===== src/rtl/lsram_port_arbiter_if.sv =====
// Requester-side bundle of the LSRAM port arbiter: command handshake plus
// tagged read-response return path.
interface lsram_port_arbiter_if #(
    parameter int NUM_REQ    = 4,
    parameter int DATA_WIDTH = 18,
    parameter int ADDR_WIDTH = 10
) ();

    logic [NUM_REQ-1:0]            req_valid;
    logic [NUM_REQ-1:0]            req_we;
    logic [NUM_REQ*ADDR_WIDTH-1:0] req_addr;
    logic [NUM_REQ*DATA_WIDTH-1:0] req_wdata;
    logic [NUM_REQ-1:0]            req_ready;
    logic [NUM_REQ-1:0]            rsp_valid;
    logic [DATA_WIDTH-1:0]         rsp_rdata;

    // Client engines drive commands and sink responses.
    modport master (
        output req_valid, req_we, req_addr, req_wdata,
        input  req_ready, rsp_valid, rsp_rdata
    );

    // The arbiter consumes commands and returns grants and responses.
    modport slave (
        input  req_valid, req_we, req_addr, req_wdata,
        output req_ready, rsp_valid, rsp_rdata
    );

endinterface


===== src/rtl/lsram_port_arbiter.sv =====
// Round-robin arbiter sharing one LSRAM port among NUM_REQ requesters.
// One command per cycle; read data is returned with a one-hot strobe naming
// the requester, RD_LATENCY+1 cycles after the command is accepted.
module lsram_port_arbiter #(
    parameter int NUM_REQ    = 4,
    parameter int DATA_WIDTH = 18,
    parameter int ADDR_WIDTH = 10,
    parameter int RD_LATENCY = 1
) (
    input  logic                  clk,
    input  logic                  rst,
    lsram_port_arbiter_if.slave   bus,
    output logic                  mem_we,
    output logic [ADDR_WIDTH-1:0] mem_addr,
    output logic [DATA_WIDTH-1:0] mem_din,
    input  logic [DATA_WIDTH-1:0] mem_dout
);

    localparam int PTR_W = $clog2(NUM_REQ);

    generate
        if (NUM_REQ < 2 || NUM_REQ > 8) begin : g_bad_num_req
            $error("lsram_port_arbiter: NUM_REQ must be in 2..8");
        end
        if (RD_LATENCY != 1 && RD_LATENCY != 2) begin : g_bad_rd_latency
            $error("lsram_port_arbiter: RD_LATENCY must be 1 or 2");
        end
    endgenerate

    logic [PTR_W-1:0]      ptr;
    logic [PTR_W-1:0]      winner;
    logic                  found;
    logic                  accept;
    logic [NUM_REQ-1:0]    grant;
    logic [NUM_REQ-1:0]    tag_pipe [RD_LATENCY+1];
    logic [NUM_REQ-1:0]    rsp_tag;

    // Search for the first valid requester starting at the priority pointer.
    always_comb begin
        found  = 1'b0;
        winner = '0;
        for (int unsigned k = 0; k < NUM_REQ; k++) begin
            int unsigned idx;
            idx = k + 32'(ptr);
            if (idx >= NUM_REQ) begin
                idx = idx - 32'(NUM_REQ);
            end
            if (!found && bus.req_valid[PTR_W'(idx)]) begin
                found  = 1'b1;
                winner = PTR_W'(idx);
            end
        end
    end

    // A command offered during reset is never granted.
    always_comb begin
        accept = found & ~rst;
        grant  = '0;
        if (accept) begin
            grant[winner] = 1'b1;
        end
    end

    assign bus.req_ready = grant;

    // Advance the priority pointer past the requester just served.
    always_ff @(posedge clk) begin
        if (rst) begin
            ptr <= '0;
        end else if (accept) begin
            ptr <= (winner == PTR_W'(NUM_REQ - 1)) ? '0 : winner + 1'b1;
        end
    end

    // Hold register presenting the accepted command to the LSRAM port.
    always_ff @(posedge clk) begin
        if (rst) begin
            mem_we   <= 1'b0;
            mem_addr <= '0;
            mem_din  <= '0;
        end else begin
            mem_we <= accept & bus.req_we[winner];
            if (accept) begin
                mem_addr <= bus.req_addr[winner*ADDR_WIDTH +: ADDR_WIDTH];
                mem_din  <= bus.req_wdata[winner*DATA_WIDTH +: DATA_WIDTH];
            end
        end
    end

    // Response tag shift register; stage RD_LATENCY lines up with mem_dout.
    always_ff @(posedge clk) begin
        if (rst) begin
            for (int unsigned k = 0; k <= RD_LATENCY; k++) begin
                tag_pipe[k] <= '0;
            end
        end else begin
            tag_pipe[0] <= grant & ~bus.req_we;
            for (int unsigned k = 1; k <= RD_LATENCY; k++) begin
                tag_pipe[k] <= tag_pipe[k-1];
            end
        end
    end

    // Responses are suppressed while reset is asserted so nothing leaks out.
    always_comb begin
        rsp_tag = rst ? '0 : tag_pipe[RD_LATENCY];
    end

    assign bus.rsp_valid = rsp_tag;
    assign bus.rsp_rdata = (|rsp_tag) ? mem_dout : '0;

endmodule


===== src/flat_wrapper.sv =====
// flat-port wrapper written by rule: the top's interface ports become plain ports
module lsram_port_arbiter_flat 
#(
    parameter int NUM_REQ    = 4,
    parameter int DATA_WIDTH = 18,
    parameter int ADDR_WIDTH = 10,
    parameter int RD_LATENCY = 1
)
  (clk, rst, mem_we, mem_addr, mem_din, mem_dout, bus_req_valid, bus_req_we, bus_req_addr, bus_req_wdata, bus_req_ready, bus_rsp_valid, bus_rsp_rdata);
  lsram_port_arbiter_if #(.NUM_REQ(NUM_REQ), .DATA_WIDTH(DATA_WIDTH), .ADDR_WIDTH(ADDR_WIDTH)) bus_i ();
  input  logic clk;
  input  logic rst;
  output logic mem_we;
  output logic [ADDR_WIDTH-1:0] mem_addr;
  output logic [DATA_WIDTH-1:0] mem_din;
  input  logic [DATA_WIDTH-1:0] mem_dout;
  input wire logic [$bits(bus_i.req_valid)-1:0] bus_req_valid;
  input wire logic [$bits(bus_i.req_we)-1:0] bus_req_we;
  input wire logic [$bits(bus_i.req_addr)-1:0] bus_req_addr;
  input wire logic [$bits(bus_i.req_wdata)-1:0] bus_req_wdata;
  output wire logic [$bits(bus_i.req_ready)-1:0] bus_req_ready;
  output wire logic [$bits(bus_i.rsp_valid)-1:0] bus_rsp_valid;
  output wire logic [$bits(bus_i.rsp_rdata)-1:0] bus_rsp_rdata;
  assign bus_i.req_valid = bus_req_valid;
  assign bus_i.req_we = bus_req_we;
  assign bus_i.req_addr = bus_req_addr;
  assign bus_i.req_wdata = bus_req_wdata;
  assign bus_req_ready = bus_i.req_ready;
  assign bus_rsp_valid = bus_i.rsp_valid;
  assign bus_rsp_rdata = bus_i.rsp_rdata;
  lsram_port_arbiter #(.NUM_REQ(NUM_REQ), .DATA_WIDTH(DATA_WIDTH), .ADDR_WIDTH(ADDR_WIDTH), .RD_LATENCY(RD_LATENCY)) u_core (.clk(clk), .rst(rst), .bus(bus_i), .mem_we(mem_we), .mem_addr(mem_addr), .mem_din(mem_din), .mem_dout(mem_dout));
endmodule

===== config.mk =====
export PLATFORM = sky130hd
export DESIGN_NAME = lsram_port_arbiter_flat
export DESIGN_NICKNAME = d
export VERILOG_FILES = /design/src/rtl/lsram_port_arbiter_if.sv /design/src/rtl/lsram_port_arbiter.sv /design/src/flat_wrapper.sv
export SDC_FILE = /design/constraint.sdc
export NUM_CORES = 1
export LEC_CHECK = 0
export ABC_AREA = 1
export BUFFER_PORTS_ARGS = -buffer_cell sky130_fd_sc_hd__buf_2
export CORE_MARGIN = 2
export CORE_UTILIZATION = 44
export DETAILED_ROUTE_END_ITERATION = 8
export PLACE_DENSITY_LB_ADDON = 0.1
export SYNTH_ARGS = -nofsm -noshare
export SYNTH_HDL_FRONTEND = slang
export SYNTH_SLANG_ARGS = --single-unit

===== constraint.sdc =====
create_clock -name clk -period 2.1 [get_ports clk]
set_input_delay 0.105 -clock clk [delete_from_list [all_inputs] [get_ports clk]]
set_output_delay 0.105 -clock clk [all_outputs]
set_load 0.02 [all_outputs]

==> impl_metrics.toml <==
[status]
status = "finished clean"

[power]
p_sw_w = 0.00430
power.total_w = 0.00829
ir_drop_mv = 0.904
combPwrFrac_pct = 78.5
internal_power_w = 0.00398
clkPwrFrac_pct = 6.9
p_leak_nw = 2.93
p_seq_share_pct = 14.5
p_sw_share_pct = 51.9
p_per_area_nw_per_um2 = 1730

[finish]
area_growth_pct = 48.2
layout.nets = 906
n_fill_cell = 622
finalCoreUtilization_pct = 66.8
layout_common_cells = "190 x buf_2, 157 x nand2_1, 103 x inv_1"
drive_above_1_share_pct = 36.7
num_antenna_cells = 0
layout_commonest_cell = "buf_2"

[timing]
setup_viol = 0
tns_ns = 0
relSlewSlack_pct = 77.2
rsz0062_at_grt = "true"
drv_slew = 0
hold_slack_ns = 0.0817
fin_crit_ns = 2.07
fin_crit_sh_pct = 98.5
max_freq_mhz = 483
finClkSkew_ns = 0.00659
hold_viol = 0
worst_slew_pin_slew_ns = 0.342

[route]
wl_um = 10700
viasPerCell = 4.77
wire_per_inst_um = 12.4
vias = 4128
drc = 0
antenna_violating_nets_post_route = 0
drt_iter0_drc = 162
dr.pass1.iters = 4

[hold_path]
holdPathStages = 4
min-delay-start = "bus_req_we[1]"
hold_path_end = "u_core.tag_pipe[0][1]"
hold_class = "in2reg"

[yosys]
syn_area_um2 = 3240
ys_seq_area_share_pct = 24.1
yosys_register_bits = 39
yosys-top-cells-area = "dfxtp_1 24%, nand2_1 20%, nand3_1 15%"
avgSynthCellArea_um2 = 5.77
synth_nets = 702
yosysTopAreaCell = "dfxtp_1"
synth.top_cell.area_share_pct = 24.1
yosys_warnings = 0
synthFlopType = "dfxtp_1"
synth_cells = 561
synth-edff-count = 0
async_reset_ff_share_pct = 0
ys_types = 27

[die]
die_x_um = 89.8
fp-row-count = 31
ios = 195
dieArea_um2 = 8060
coreArea_um2 = 7180
start_util_pct = 45.1
die_h_um = 89.8

[worst_setup_path]
rr_worst_depth = 14
end_kind = "output port"
regToRegSetupSlack_ns = 0.04
reg2reg_from = "u_core.ptr[0]"
cp.required_ns = 2.00
critical_path_class = "reg2out"
reg2reg_to = "u_core.tag_pipe[0][2]"
crit_arrival_ns = 1.96
crit_start = "u_core.ptr[0]"
path_max_fanout = 6
start_kind = "flip-flop"

[clocking]
clk_latency_ns = 0.29
tritoncts = "done"
cts_max_level = 2
path_clk_slew_ns = 0.08
cts_buffers = 5
cts_root_buf = "clkbuf_8"
cts_sinks = 39
clockBufferDepth = 2

[placed_design]
place.detailed.hpwl_um = 7600
place.gp.congestion = 0.875
io_buffers = 194

[global_routing]
track_usage_pct = 25.1
grt_pass1_vias = 3812
overflow = 0
grt_start_max_net_pins = 33
antenna_found_initial = 0
grt_pass1_wl_um = 17100

[flow_run]
drv_cap = 0
-- cell usage after synthesis, types with 2 or more instances --
| cell type | count |
|---|---|
| nand3b_1 | 53 |
| buf_6 | 7 |
| nand2_1 | 175 |
| a21oi_1 | 3 |
| o21ai_2 | 2 |
| clkbuf_1 | 7 |
| buf_2 | 18 |
| nor3_1 | 2 |
| inv_1 | 105 |
| nand2_4 | 2 |
| nand3_1 | 94 |
| buf_4 | 2 |
| o21ai_0 | 3 |
| dfxtp_1 | 39 |
| nor2_1 | 34 |
| inv_2 | 2 |
| nand2_2 | 2 |
| nor2_2 | 2 |
-- final cells by class --
class | instances | area [um2] | share of cell area, %
clock buffers | 8 | 100 | 2.09
inverters | 108 | 413 | 8.61
multi-input cells | 379 | 1990 | 41.5
flip-flops and latches | 39 | 788 | 16.4
well taps | 99 | 124 | 2.58
repair buffers | 232 | 1380 | 28.8
-- timing repair --
item | 4_1_cts | 5_1_grt
hold buffers | 2 | 0
pin swaps | 9 | 16
setup endpoints to repair | 4 | 32
gates cloned | 0 | 2
endpoints found under the hold margin | 2 | 0
gates resized for setup | 21 | 40
setup buffers | 8 | 3
-- state kept, by name, summed over array words and instances (netlist names) --
signal	flops
u_core.mem_we	1
u_core.ptr	2
u_core.mem_din	18
u_core.mem_addr	10
u_core.tag_pipe	8
-- critical path, stage by stage, from the launching register on --
cell and delay, ns:
dfxtp_4 0.38, buf_6 0.13, nand2_4 0.06, nand2_4 0.07, nand2_2 0.07, nand2_2 0.06
nor2_4 0.13, nand3_4 0.15, nor2_4 0.16, nor2_4 0.06, buf_12 0.13, nor3_4 0.13
buf_6 0.14
-- metal layers --
| metal | vias to the layer above | GRT usage [%] | wire [um] | share of wire, % |
|---|---|---|---|---|
| li1 | 2122 | - | - | - |
| met1 | 1830 | 28.3 | 4460 | 41 |
| met2 | 163 | 46.8 | 5320 | 49 |
| met3 | 13 | 6.29 | 845 | 7.9 |
| met4 | 0 | 6.92 | 125 | 1.2 |
| met5 | - | 0 | 0 | 0 |
-- power groups by stage --
| stage | clock (W) | sequential (W) | combinational (W) |
|---|---|---|---|
| 6_report | 0.000575 | 0.00121 | 0.00651 |
| 3_3_place_gp | 0 | 0.00119 | 0.00533 |
| 5_1_grt | 0.000607 | 0.00124 | 0.00720 |
| 2_1_floorplan | 0 | 0.00145 | 0.00375 |
| 3_5_place_dp | 0 | 0.00119 | 0.00543 |
| 4_1_cts | 0.000578 | 0.00119 | 0.00580 |
-- metrics by stage --
| step | worst slack [ns] | instances | cell area, um2 |
|---|---|---|---|
| floorplan | 0.154 | 561 | 3240 |
| global placement | 0.151 | 842 | 4330 |
| detailed placement | 0.0911 | 842 | 4330 |
| CTS | -0.000260 | 860 | 4580 |
| global route | -0.0521 | 865 | 4790 |
| finish | 0.0314 | 865 | 4790 |
-- cells by family (layout without fill, tap and decap cells) --
| family | count (synthesis) | after routing | share of synthesized area [%] |
|---|---|---|---|
| adders and majority gates | 1 | 1 | 0.387 |
| AOI/OAI and AO/OA | 9 | 9 | 1.70 |
| and+or+nand+nor | 369 | 369 | 54.6 |
| DFF | 39 | 39 | 24.1 |
| buffers and inverters | 143 | 348 | 19.1 |
-- worst max path at each step --
stage,to,slack [ns],cells past startpoint
after global routing,bus_req_ready[3],-0.05,11
after CTS,bus_req_ready[3],-0.0003,12
after global placement,bus_req_ready[3],0.15,11
after detailed placement,u_core.mem_din[10],0.09,14
final,bus_req_ready[3],0.03,12
after floorplan,bus_req_ready[2],0.15,13
(Power assumes the default switching activity.)
